<file path="config.mk">
export PLATFORM = sky130hd
export DESIGN_NAME = addr_gen_pipe
export DESIGN_NICKNAME = d
export VERILOG_FILES = /design/src/rtl/addr_gen_pipe.sv
export SDC_FILE = /design/constraint.sdc
export NUM_CORES = 1
export LEC_CHECK = 0
export ABC_AREA = 1
export BUFFER_PORTS_ARGS = -buffer_cell sky130_fd_sc_hd__buf_4
export CAP_MARGIN = 20
export CORE_MARGIN = 4
export CORE_UTILIZATION = 40
export CTS_CLUSTER_DIAMETER = 120
export DETAILED_ROUTE_END_ITERATION = 10
export GPL_ROUTABILITY_DRIVEN = 0
export MAX_ROUTING_LAYER = met4
export PLACE_DENSITY = 0.62
export SYNTH_ARGS = -nofsm -noshare
export SYNTH_HDL_FRONTEND = slang
export SYNTH_SLANG_ARGS = --single-unit
</file>
<file path="constraint.sdc">
create_clock -name clk -period 2.5 [get_ports clk]
set_input_delay 0.75 -clock clk [delete_from_list [all_inputs] [get_ports clk]]
set_output_delay 0.75 -clock clk [all_outputs]
set_load 0.01 [all_outputs]
</file>
<file path="src/rtl/addr_gen_pipe.sv">
// rtl/addr_gen_pipe.sv - pipelined PC/REG/JALR target address generator
// Sum and flags formed at the input, then carried through STAGES bubble-collapsing registers.
module addr_gen_pipe #(
  parameter int XLEN        = 32,
  parameter int STAGES      = 2,
  parameter int ALIGN_BYTES = 4,
  parameter int INST_BYTES  = 4
) (
  input  logic            clk,
  input  logic            rst_n,
  input  logic            flush,
  input  logic            in_valid,
  output logic            in_ready,
  input  logic [1:0]      mode,
  input  logic [XLEN-1:0] pc_in,
  input  logic [XLEN-1:0] rs1_in,
  input  logic [XLEN-1:0] imm_in,
  output logic            out_valid,
  input  logic            out_ready,
  output logic [XLEN-1:0] addr_out,
  output logic [XLEN-1:0] link_out,
  output logic            misalign,
  output logic            bad_mode
);

  localparam logic [1:0] MODE_PC_REL = 2'b00;
  localparam logic [1:0] MODE_JALR   = 2'b10;
  localparam logic [1:0] MODE_BAD    = 2'b11;
  localparam logic [XLEN-1:0] ALIGN_MASK = XLEN'(ALIGN_BYTES - 1);
  localparam int LAST = STAGES - 1;

  logic [XLEN-1:0] base, sum, addr_c, link_c;
  logic            mis_c, bad_c;

  always_comb begin
    base   = (mode == MODE_PC_REL) ? pc_in : rs1_in;
    sum    = base + imm_in;
    addr_c = sum;
    bad_c  = 1'b0;
    case (mode)
      MODE_JALR: addr_c = {sum[XLEN-1:1], 1'b0};
      MODE_BAD: begin
        addr_c = '0;
        bad_c  = 1'b1;
      end
      default: ;
    endcase
    mis_c = |(addr_c & ALIGN_MASK);
  end

  assign link_c = pc_in + XLEN'(INST_BYTES);

  logic [STAGES-1:0] v, adv;
  logic [STAGES-1:0] v_d, m_d, b_d, m_q, b_q;
  logic [XLEN-1:0]   a_d [STAGES];
  logic [XLEN-1:0]   l_d [STAGES];
  logic [XLEN-1:0]   a_q [STAGES];
  logic [XLEN-1:0]   l_q [STAGES];

  // A stage may load whenever any stage at or after it holds a bubble, or the output drains.
  always_comb begin
    logic run;
    adv       = '0;
    run       = out_ready | ~v[LAST];
    adv[LAST] = run;
    for (int k = LAST - 1; k >= 0; k--) begin
      run    = run | ~v[k];
      adv[k] = run;
    end
  end

  assign in_ready = adv[0] & ~flush;

  always_comb begin
    v_d    = '0;
    m_d    = '0;
    b_d    = '0;
    v_d[0] = in_valid & in_ready;
    a_d[0] = addr_c;
    l_d[0] = link_c;
    m_d[0] = mis_c;
    b_d[0] = bad_c;
    for (int k = 1; k < STAGES; k++) begin
      v_d[k] = v[k-1];
      a_d[k] = a_q[k-1];
      l_d[k] = l_q[k-1];
      m_d[k] = m_q[k-1];
      b_d[k] = b_q[k-1];
    end
  end

  always_ff @(posedge clk or negedge rst_n) begin
    if (!rst_n) begin
      v   <= '0;
      m_q <= '0;
      b_q <= '0;
      for (int k = 0; k < STAGES; k++) begin
        a_q[k] <= '0;
        l_q[k] <= '0;
      end
    end else if (flush) begin
      v <= '0;
    end else begin
      for (int k = 0; k < STAGES; k++) begin
        if (adv[k]) begin
          v[k]   <= v_d[k];
          a_q[k] <= a_d[k];
          l_q[k] <= l_d[k];
          m_q[k] <= m_d[k];
          b_q[k] <= b_d[k];
        end
      end
    end
  end

  assign out_valid = v[LAST];
  assign addr_out  = a_q[LAST];
  assign link_out  = l_q[LAST];
  assign misalign  = v[LAST] & m_q[LAST];
  assign bad_mode  = v[LAST] & b_q[LAST];

endmodule

</file>
# Word-level counts from Yosys, hierarchy flattened
# Index checks and enable logic that the tools add are counted.
# W data, S select, Z words.
dict set report op_classes {
  add_sub_neg 2
  multipliers 0
  n_div 0
  magnitude_cmp 0
  n_eq_ne 2
  shifts 0
  mux 6
  n_bitwise 9
  n_reduce_logical 6
}
# cell n
set op_table {}
lappend op_table {{$pmux W32 S2} 1}
lappend op_table {{$add A32 B3 Y32 const B} 1}
lappend op_table {{$add A32 B32 Y32} 1}
lappend op_table {{$mux W32} 1}
lappend op_table {{$and A1 B1 Y1} 4}
lappend op_table {{$eq A2 B2 Y1 const B} 2}
lappend op_table {{$reduce_and A2 Y1} 2}
lappend op_table {{$reduce_bool A2 Y1} 2}
lappend op_table {{$mux W1} 3}
lappend op_table {{$not A1 Y1} 3}
lappend op_table {{$logic_not A2 Y1} 1}
lappend op_table {{$mux W2} 1}
lappend op_table {{$or A1 B1 Y1} 2}
lappend op_table {{$reduce_or A2 Y1} 1}
dict set report word_totals {
  regBits 134
  latch_bits 0
  ram_bits 0
  romBits 0
  inputBits 103
  wordCells 35
  n_memories 0
}

# Depth between registers and ports, before layout
# Gate-level depths: netlist of run 1.
dict set report depth {
  depth_word 7
  ltp_mapped 17
  ltp_nobuf 16
}

# Least setup slack after synthesis of run 1
# No wires, ideal clock.
dict set report synth_path {
  kind {input -> register}
  from {input mode[1]}
  to {register a_q (netlist bit a_d[20])}
  setup_time_ns 0.130
  arrival_ns 2.708
  required_time_ns 2.370
  setup_slack_ns -0.338
  cell_stages 17
  path_buffers 1
  path_cell_list {nor2_1 clkbuf_1 nor2_1 a21oi_1 ha_1 inv_1 fa_1 inv_1 nand3_1 nand3_1 nand2_1 nand3_1 nand2_1 nand2_1 nand2_1 nand3_1 o21ai_0}
}
dict set report synth_between {
  elab_chain_len 4
}
# item line
set synth_rtl {}
lappend synth_rtl {{from (decl)} 14} ;# input logic [1:0] mode,
lappend synth_rtl {{$logic_not A2 Y1} 36} ;# base = (mode == MODE_PC_REL) ? pc_in : rs1_in;
lappend synth_rtl {{$mux W32} 36}
lappend synth_rtl {{$add A32 B32 Y32} 37} ;# sum = base + imm_in;
lappend synth_rtl {{$pmux W32 S2 (*)} 40} ;# case (mode)
lappend synth_rtl {{to (signal, indexed assignment)} 107} ;# a_q[k] <= a_d[k];
lappend synth_rtl {{to (decl)} 57} ;# logic [XLEN-1:0] a_q [STAGES];
# Mark *: on every way between the ends. The rest lies on a longest branch, timed or not.
# A chain may end at the register's enable or synchronous reset.

# Final worst setup path of run 1
dict set report layout_path {
  from {input mode[1]}
  to {register a_q (netlist bit a_d[30])}
}
# Same word-level chain as after synthesis.

==> results of run 1 <==
-- metrics by stage --
step / TNS, ns / instance area (µm²)
5_1_grt: -0.955 / 12700
3_3_place_gp: -11.72 / 10900
4_1_cts: -0.000182 / 11900
2_1_floorplan: -0.0000759 / 8530
6_report: 0 / 12700
3_5_place_dp: -12.33 / 10900
-- layout by cell type (no fill, tap or decap), types with 13 or more instances in the layout --
master / instances
nand2_1: 305
buf_4: 281
inv_1: 181
dfrtp_1: 134
o21ai_0: 82
nor2_1: 65
nand2_2: 56
nand3_1: 48
a21oi_2: 36
mux2_2: 31
ha_4: 22
a21oi_1: 21
clkbuf_16: 19
nor2_4: 17
xor2_1: 17
inv_2: 15
nand2_4: 15
nor2_2: 13
-- cell type report --
type | count | share of cell area (%)
Multi-Input combinational cell | 817 | 40.5
Tap cell | 270 | 2.66
Sequential cell | 134 | 26.4
Clock inverter | 13 | 1.55
Inverter | 197 | 5.84
Timing Repair Buffer | 303 | 19.6
Clock buffer | 19 | 3.49
-- power by group through the flow --
stage / Clock [mW] / Sequential [mW] / Combinational, mW
2_1_floorplan: 0 / 2.78 / 1.00
3_3_place_gp: 0 / 2.72 / 2.13
3_5_place_dp: 0 / 2.73 / 2.16
4_1_cts: 2.80 / 2.70 / 2.28
5_1_grt: 2.89 / 2.73 / 2.83
6_report: 2.77 / 2.69 / 2.59
-- synth_stat cells (all sizes together), types with 2 or more instances --
| cell | number | area (µm²) |
|---|---|---|
| nand2 | 376 | 1430 |
| o21ai | 93 | 465 |
| nor2 | 95 | 382 |
| mux2 | 36 | 405 |
| o22ai | 7 | 43.8 |
| nand3 | 60 | 305 |
| nor3 | 20 | 138 |
| buf | 17 | 78.8 |
| dfrtp | 134 | 3350 |
| inv | 197 | 739 |
| a21oi | 60 | 300 |
| xnor2 | 2 | 17.5 |
| xor2 | 17 | 149 |
| ha | 34 | 425 |
| nand4 | 6 | 37.5 |
| o21bai | 3 | 22.5 |
| clkbuf | 13 | 48.8 |
| a31oi | 3 | 18.8 |
-- per-layer routing --
layer,up-vias,GRT usage [%],part of all wire [%]
li1,4289,-,-
met1,4164,31.8,41
met2,334,40.5,49
met3,71,4.75,7.1
met4,0,8.44,3.2
met5,-,-,0
-- worst paths after layout --
check | start | endpoint | cells past startpoint
min in group clk | a_d[30]$_DFFE_PN0P_ | a_d[30]$_DFFE_PN0P_ | 2
worst max-delay path | mode[1] | a_d[30]$_DFFE_PN0P_ | 17
max in group asynchronous | rst_n | b_q[0]$_DFFE_PN0P_ | 2
worst max register to register | v[1]$_DFFE_PN0P_ | a_d[6]$_DFFE_PN0P_ | 9
worst min-delay path | rst_n | link_out[29]$_DFFE_PN0P_ | 1
worst min register to register | a_d[30]$_DFFE_PN0P_ | a_d[30]$_DFFE_PN0P_ | 2
-- critical path, delay by kind of cell --
kind | cells | cell delay (ns)
simple gates | 10 | 0.80
buf+inv | 5 | 0.61
fa+ha+maj | 1 | 0.32
mux | 1 | 0.31
-- state kept, by name, summed over array words and instances, names as in the netlist --
name / flops
a_d: 32
m_q: 2
v: 2
b_q: 2
link_out: 32
addr_out: 32
l_d: 32
-- cell families after synthesis --
group           Yosys count  share of synthesized area (%)
compound gates          169                           10.4
xor+xnor                 19                           1.98
fa+ha+maj                35                           5.30
buf+inv                 227                           10.3
flops                   134                           39.9
mux                      36                           4.82
simple gates            558                           27.3
-- timing repair --
| item | CTS | global route |
|---|---|---|
| cloned | 2 | 2 |
| endpoints found under the setup margin | 17 | 25 |
| hold buffers | 0 | 0 |
| pin swaps | 16 | 73 |
| resized for setup | 55 | 181 |
| hold endpoints to repair | 0 | 0 |
| setup buffers | 8 | 20 |
==> results_dict.tcl, run 1 <==
set metrics [dict create \
    status "finished, final reports clean" \
    grt_usage_pct 25.1 \
    max_slew_margin_pct 66.7 \
    cts_tree "yes" \
    setup_viol 0 \
    powerDensity_nw_per_um2 634 \
    rsz0062_at_grt "yes" \
    cp_slowest_cell "ha_4" \
    seqCellArea_um2 3350 \
    overflow 0 \
    worst-r2r-setup-slack_ns 0.55 \
    area_growth_pct 51.0 \
    synth_edf_count 0 \
    postLayoutCoreUtil_pct 62.1 \
    instances_no_fill 1753 \
    drive_above_1_share_pct 38.9 \
    ios 171 \
    tightest_slew_ns 0.499 \
    timing.fmax_ghz 0.401 \
    maxCapViolCount 0 \
    arrival_ns 2.82 \
    ir_drop_mv 0.439 \
    final_hold_viol_count 0 \
    async_flop_share_pct 100 \
    via_count 8858 \
    period_minus_slack_ns 2.49 \
    drtAntennaViolNets 0 \
    path_cells "buf_8 > nor2_4 > buf_12 > buf_12 > buf_12 > mux2_4 > ha_4 > nand2_4 > nor2_4 > buf_4 > nand2_1 > nor2_1 > nand2_2 > nand2_1 > nand2_1 > nand3_1 > nand2_1" \
    netlist_area_um2 8410 \
    synth_seq_area_share_pct 39.9 \
    internal_power_mw 5.45 \
    ys.flop_type "dfrtp_1" \
    wl_per_cell_um 17.0 \
    dieArea_um2 23400 \
    crit_required_ns 2.82 \
    grt_pass1_vias 8574 \
    hpwl_mm 22.0 \
    slew_violations 0 \
    root_buffer "clkbuf_16" \
    drtIter0Drc 566 \
    insertion_delay_ns 0.43 \
    hold_class "input pin to async pin" \
    clock_path_buffers 2 \
    power_frac_comb_pct 32.2 \
    p_sw_mw 2.60 \
    leakagePower_nw 6.56 \
    crit_type "input pin to register" \
    dp.cells 1692 \
    crit_fanout 8 \
    nNetsFinal 1608 \
    crit_path_end_kind "register" \
    htree_levels 4 \
    nFillCells 1774 \
    via_per_inst 5.05 \
    multi_input_area_um2 5140 \
    hold_ws_ns 0.253 \
    clkPwrFrac_pct 34.4 \
    finalClockSkew_ns 0.00996 \
    ys_seq_elements 134 \
    fin_crit_sh_pct 99.8 \
    clk_pin_slew_worst_paths_ns 0.06 \
    grt_max_degree 59 \
    crit_top_cell "nand2_1" \
    antenna_found_initial 0 \
    synth_nets 1316 \
    postSynthAreaPerCell_um2 7.14 \
    pre_cts_slack_ns -0.675 \
    synth_warnings 0 \
    synthCells 1178 \
    p_seq_share_pct 33.4 \
    synth.distinct_cells 32 \
    power.total_mw 8.05 \
    rows 52 \
    grt_pass1_wl_mm 44.8 \
    port_buffers 170 \
    cts-buffers-inserted 17 \
    diodes 0 \
    dr.pass1.iters 5 \
    route.final.wire_length_mm 29.8 \
    start_util_pct 41.2 \
    cts_sinks 134 \
    setup_ws_ns 0.00611 \
    cpPeakStageDelay_ns 0.32 \
    drcViolationCount 0 \
    die_w_um 153 \
    coreArea_um2 20400 \
    fp.dieH_um 153 \
    start_kind "input pin" \
    switching_share_pct 32.3 \
]
No activity file was read; power rests on OpenSTA's default activity.
==> run 2: changes to the inputs <==
Settings changed: PLACE_DENSITY 0.62 to not set, REMOVE_ABC_BUFFERS set to 1, SETUP_SLACK_MARGIN set to 0.2.
==> results_dict.tcl, run 2 (same netlist as run 1, synthesis figures left out) <==
set metrics [dict create \
    status "finished, final reports clean" \
    hold_ws_ns 0.218 \
    overflow 0 \
    fin_crit_sh_pct 97.6 \
    final_hold_viol_count 0 \
    nFillCells 1713 \
    wl_per_cell_um 16.7 \
    root_buffer "clkbuf_16" \
    dp.cells 1678 \
    timing.fmax_ghz 0.410 \
    via_count 8653 \
    slew_violations 0 \
    switching_share_pct 34.0 \
    crit_buf_inv 4 \
    drive_above_1_share_pct 43.7 \
    tightest_slew_ns 0.459 \
    grt_usage_pct 23.9 \
    cpPeakStageDelay_ns 0.27 \
    drtAntennaViolNets 0 \
    clk_pin_slew_worst_paths_ns 0.06 \
    port_buffers 170 \
    layout_commonest_cell "nand2_1" \
    internal_power_mw 5.26 \
    startpoint "mode[0]" \
    hpwl_mm 20.0 \
    p_sw_mw 2.71 \
    fp.dieH_um 153 \
    final_cell_mix "nand2_1 (263), buf_4 (261), inv_1 (165)" \
    grt_max_degree 59 \
    antenna_found_initial 0 \
    cp_slowest_cell "ha_4" \
    setup_viol 0 \
    pre_cts_slack_ns -0.596 \
    max_slew_margin_pct 69.4 \
    route.final.wire_length_mm 29.0 \
    crit_type "input pin to register" \
    cts-buffers-inserted 17 \
    dieArea_um2 23400 \
    ios 171 \
    path_cells "buf_8 > nor2_4 > buf_12 > buf_4 > nor2_1 > a21oi_2 > ha_4 > nand2_4 > inv_1 > a21oi_2 > nand2_2 > nand2_2 > nand2_4 > nand2_2 > nand3_1 > nand3_1 > nand2_1" \
    multi_input_area_um2 5620 \
    p_seq_share_pct 33.7 \
    clock_path_buffers 2 \
    seqCellArea_um2 3350 \
    clkPwrFrac_pct 32.1 \
    cts_sinks 134 \
    grt_pass1_vias 8347 \
    nNetsFinal 1594 \
    postLayoutCoreUtil_pct 63.9 \
    hold_class "input pin to async pin" \
    drcViolationCount 0 \
    grt_pass1_wl_mm 43.4 \
    instances_no_fill 1739 \
    powerDensity_nw_per_um2 611 \
    crit_fanout 7 \
    r2r-start "v[1]$_DFFE_PN0P_" \
    critical_path.top_delay_family "simple AND/OR/NAND/NOR gates" \
    dr.pass1.iters 5 \
    rows 52 \
    setup_ws_ns 0.0594 \
    via_per_inst 4.98 \
    power_frac_comb_pct 34.3 \
    power.total_mw 7.97 \
    crit_path_end_kind "register" \
    crit_top_cell "nand2_2" \
    die_w_um 153 \
    crit_required_ns 2.82 \
    cts_tree "yes" \
    rsz0062_at_grt "yes" \
    htree_levels 4 \
    coreArea_um2 20400 \
    area_growth_pct 55.2 \
    ir_drop_mv 0.491 \
    drtIter0Drc 474 \
    finalClockSkew_ns 0.0103 \
    period_minus_slack_ns 2.44 \
    start_kind "input pin" \
    diodes 0 \
    maxCapViolCount 0 \
    leakagePower_nw 6.64 \
    arrival_ns 2.76 \
    start_util_pct 41.2 \
    insertion_delay_ns 0.44 \
]
[run 2: changes by cell type in the layout (fill, tap and decap cells not counted), moves of 5 or more]
| cell | before | now |
|---|---|---|
| ha_4 | 22 | 27 |
| nand2_4 | 15 | 41 |
| o21ai_0 | 82 | 69 |
| o21ai_1 | 10 | 22 |
| buf_4 | 281 | 261 |
| nor2_4 | 17 | 22 |
| a21oi_4 | 3 | 8 |
| nand2_1 | 305 | 263 |
| nor2_1 | 65 | 59 |
| inv_2 | 15 | 27 |
| inv_1 | 181 | 165 |
| a21oi_1 | 21 | 15 |
| nand2_2 | 56 | 71 |
[run 2: per-stage QoR]
| step | setup TNS [ns] | cell area (µm²) |
|---|---|---|
| finish | 0 | 13000 |
| detailed placement | -13.18 | 10700 |
| floorplan | -87.62 | 8280 |
| global placement | -12.09 | 10700 |
| CTS | 0 | 12200 |
| global route | -0.0817 | 13000 |
[run 2: power groups by stage]
| stage | Clock [mW] | Combinational (mW) | Sequential (mW) |
|---|---|---|---|
| 2_1_floorplan | 0 | 0.965 | 2.78 |
| 3_3_place_gp | 0 | 2.02 | 2.71 |
| 3_5_place_dp | 0 | 2.05 | 2.72 |
| 4_1_cts | 2.57 | 2.37 | 2.69 |
| 5_1_grt | 2.68 | 2.97 | 2.73 |
| 6_report | 2.56 | 2.73 | 2.68 |
[run 2: final timing paths]
| path | endpoint | slack (ns) | depth (start not counted) |
|---|---|---|---|
| hold / removal | addr_out[4]$_DFFE_PN0P_ | 0.22 | 1 |
| hold reg to reg | a_d[21]$_DFFE_PN0P_ | 0.48 | 2 |
| min in group clk | v[0]$_DFFE_PN0P_ | 0.48 | 2 |
| setup / recovery | a_d[23]$_DFFE_PN0P_ | 0.06 | 17 |
| max in group asynchronous | link_out[1]$_DFFE_PN0P_ | 1.62 | 2 |
| setup reg to reg | a_d[15]$_DFFE_PN0P_ | 0.67 | 9 |
[run 2: routing by layer]
metal / wire, µm / vias up / global-route usage [%] / part of all wire (%)
met5: 0 / - / - / 0
met4: 694 / 0 / 8.10 / 2.4
met3: 1440 / 59 / 3.28 / 5.0
met2: 14600 / 246 / 39.5 / 50
met1: 12300 / 4098 / 30.5 / 42
li1: - / 4250 / - / -
[run 2: final cells by class]
| type | instances | area share, % |
|---|---|---|
| Clock buffer | 18 | 3.29 |
| Clock inverter | 14 | 1.16 |
| Inverter | 197 | 5.78 |
| Multi-Input combinational cell | 818 | 43.1 |
| Sequential cell | 134 | 25.7 |
| Tap cell | 270 | 2.59 |
| Timing Repair Buffer | 288 | 18.4 |
[run 2: timing repair]
item,CTS,global route
setup endpoints to repair,28,29
hold endpoints to repair,0,0
gates cloned,4,0
resized for setup,187,211
hold buffers,0,0
pin swaps,99,106
setup buffers,15,10
==> run 3: changes to the inputs <==
--- a/config.mk
+++ b/config.mk
@@ -10,9 +10,10 @@
 export CAP_MARGIN = 20
 export CORE_MARGIN = 4
-export CORE_UTILIZATION = 40
+export CORE_UTILIZATION = 56
 export CTS_CLUSTER_DIAMETER = 120
 export DETAILED_ROUTE_END_ITERATION = 10
 export GPL_ROUTABILITY_DRIVEN = 0
 export MAX_ROUTING_LAYER = met4
+export PLACE_DENSITY = 0.81
 export REMOVE_ABC_BUFFERS = 1
 export SETUP_SLACK_MARGIN = 0.2
==> constraint.sdc (replaced) <==
create_clock -name clk -period 2.3 [get_ports clk]
set_input_delay 0.345 -clock clk [delete_from_list [all_inputs] [get_ports clk]]
set_output_delay 0.345 -clock clk [all_outputs]
set_load 0.01 [all_outputs]
==> results_dict.tcl, run 3 (same netlist as run 1, synthesis figures left out) <==
set metrics [dict create \
    status "finished with violations" \
    violations "DRC" \
    dp.cells 1560 \
    nFillCells 886 \
    period_minus_slack_ns 2.27 \
    cts_sinks 134 \
    cts-buffers-inserted 17 \
    max_slew_margin_pct 57.8 \
    via_per_inst 5.74 \
    grt_usage_pct 31.0 \
    dieArea_um2 17000 \
    drtAntennaViolNets 0 \
    coreArea_um2 14600 \
    root_buffer "clkbuf_16" \
    p_sw_mw 2.82 \
    timing.fmax_ghz 0.441 \
    diodes 0 \
    wl_per_cell_um 18.1 \
    ios 171 \
    crit_buf_inv 5 \
    antenna_found_initial 0 \
    switching_share_pct 33.9 \
    power_frac_comb_pct 32.1 \
    p_seq_share_pct 35.3 \
    port_buffers 170 \
    ir_drop_mv 0.586 \
    pre_cts_slack_ns -0.377 \
    grt_max_degree 60 \
    instances_no_fill 1619 \
    rsz0062_at_grt "yes" \
    powerDensity_nw_per_um2 700 \
    final_cell_mix "nand2_1 (324), buf_4 (233), inv_1 (183)" \
    fp.dieH_um 131 \
    tightest_slew_ns 0.633 \
    clkPwrFrac_pct 32.6 \
    clock_path_buffers 2 \
    clk_pin_slew_worst_paths_ns 0.06 \
    finalClockSkew_ns 0.00807 \
    slew_violations 0 \
    grt_pass1_vias 8374 \
    path_cells "buf_6 > nor2_4 > buf_12 > buf_12 > buf_6 > a21oi_1 > ha_1 > nand2_1 > nand2_2 > a21oi_4 > buf_6 > nand3_4 > nand2_2 > nand2_1 > nand2_1 > nand3_1 > o21ai_1" \
    crit_required_ns 2.66 \
    setup_viol 0 \
    setup_ws_ns 0.0299 \
    hold_ws_ns 0.0703 \
    drive_above_1_share_pct 33.4 \
    critical_path.top_delay_family "simple AND/OR/NAND/NOR gates" \
    insertion_delay_ns 0.44 \
    multi_input_area_um2 4890 \
    setup_tns_ns 0 \
    start_kind "input pin" \
    cp_slowest_cell "ha_1" \
    maxCapViolCount 0 \
    hold_class "input pin to register" \
    crit_type "input pin to register" \
    rows 44 \
    final_hold_viol_count 0 \
    arrival_ns 2.63 \
    crit_path_end_kind "register" \
    drtIter0Drc 1146 \
    hpwl_mm 18.5 \
    route.final.wire_length_mm 29.3 \
    start_util_pct 57.4 \
    overflow 0 \
    fin_crit_sh_pct 98.7 \
    crit_fanout 8 \
    die_w_um 131 \
    drcViolationCount 2 \
    cts_tree "yes" \
    postLayoutCoreUtil_pct 81.0 \
    area_growth_pct 41.2 \
    via_count 9300 \
    layout_commonest_cell "nand2_1" \
    leakagePower_nw 6.24 \
    grt_pass1_wl_mm 40.1 \
    dr.pass1.iters 11 \
    htree_levels 4 \
    nNetsFinal 1560 \
    internal_power_mw 5.49 \
    cpPeakStageDelay_ns 0.43 \
    seqCellArea_um2 3350 \
]
[run 3: cell count changes in the layout (fill, tap and decap cells not counted), moves of 18 or more]
| cell | before | now |
|---|---|---|
| nand2_1 | 263 | 324 |
| nand2_2 | 71 | 37 |
| buf_4 | 261 | 233 |
| nand2_4 | 41 | 15 |
| inv_1 | 165 | 183 |
[run 3: what timing repair did]
| item | in CTS | in global routing |
|---|---|---|
| pin swaps | 9 | 62 |
| endpoints found under the hold margin | 56 | 0 |
| setup endpoints to repair | 20 | 28 |
| setup buffers | 9 | 14 |
| hold buffers | 1 | 0 |
| gates cloned | 1 | 2 |
| gates resized for setup | 38 | 151 |
[run 3: worst paths after layout]
check,slack [ns],end,cells after the start,start
min in group asynchronous,0.46,addr_out[3]$_DFFE_PN0P_,2,rst_n
min,0.07,v[0]$_DFFE_PN0P_,2,flush
max reg2reg,0.38,a_d[9]$_DFFE_PN0P_,7,v[1]$_DFFE_PN0P_
min reg2reg,0.48,a_d[24]$_DFFE_PN0P_,2,a_d[24]$_DFFE_PN0P_
max in group asynchronous,1.14,link_out[30]$_DFFE_PN0P_,3,rst_n
max,0.03,a_d[20]$_DFFE_PN0P_,17,mode[1]
[run 3: worst register-to-register path: stages (launching register included)]
cell     delay [ns]
dfrtp_1        0.42
nand3_1        0.13
nand2_1        0.17
a21oi_1        0.26
inv_1          0.34
a21oi_1        0.22
o21ai_0        0.14
o21ai_0        0.13
[run 3: power by group through the flow]
| stage | Sequential [mW] | Clock [mW] | Combinational (mW) |
|---|---|---|---|
| final | 2.93 | 2.71 | 2.67 |
| after global routing | 2.97 | 2.82 | 2.87 |
| after CTS | 2.92 | 2.69 | 2.26 |
| after detailed placement | 2.96 | 0 | 2.15 |
| after global placement | 2.94 | 0 | 2.10 |
| after floorplan | 3.02 | 0 | 1.05 |
[run 3: cell type report]
| cell class | count | area share (%) |
|---|---|---|
| Inverter | 197 | 6.23 |
| Tap cell | 184 | 1.94 |
| Clock inverter | 12 | 1.00 |
| Sequential cell | 134 | 28.3 |
| Timing Repair Buffer | 255 | 17.5 |
| Multi-Input combinational cell | 817 | 41.2 |
| Clock buffer | 20 | 3.85 |
[run 3: stage by stage]
step	power, mW	cell area (µm²)
CTS	7.87	11100
detailed placement	5.10	10300
floorplan	4.07	8280
finish	8.31	11900
global placement	5.04	10300
global route	8.66	11900
[run 3: routing by layer]
metal  track usage [%]  vias up  share of wire, %  wire [µm]
met2              49.5      623                47      13800
met3              6.02      195               9.4       2750
li1                  -     4192                 -          -
met5                 -        -                 0          0
met4              13.6        0               6.5       1900
met1              38.5     4290                37      10800
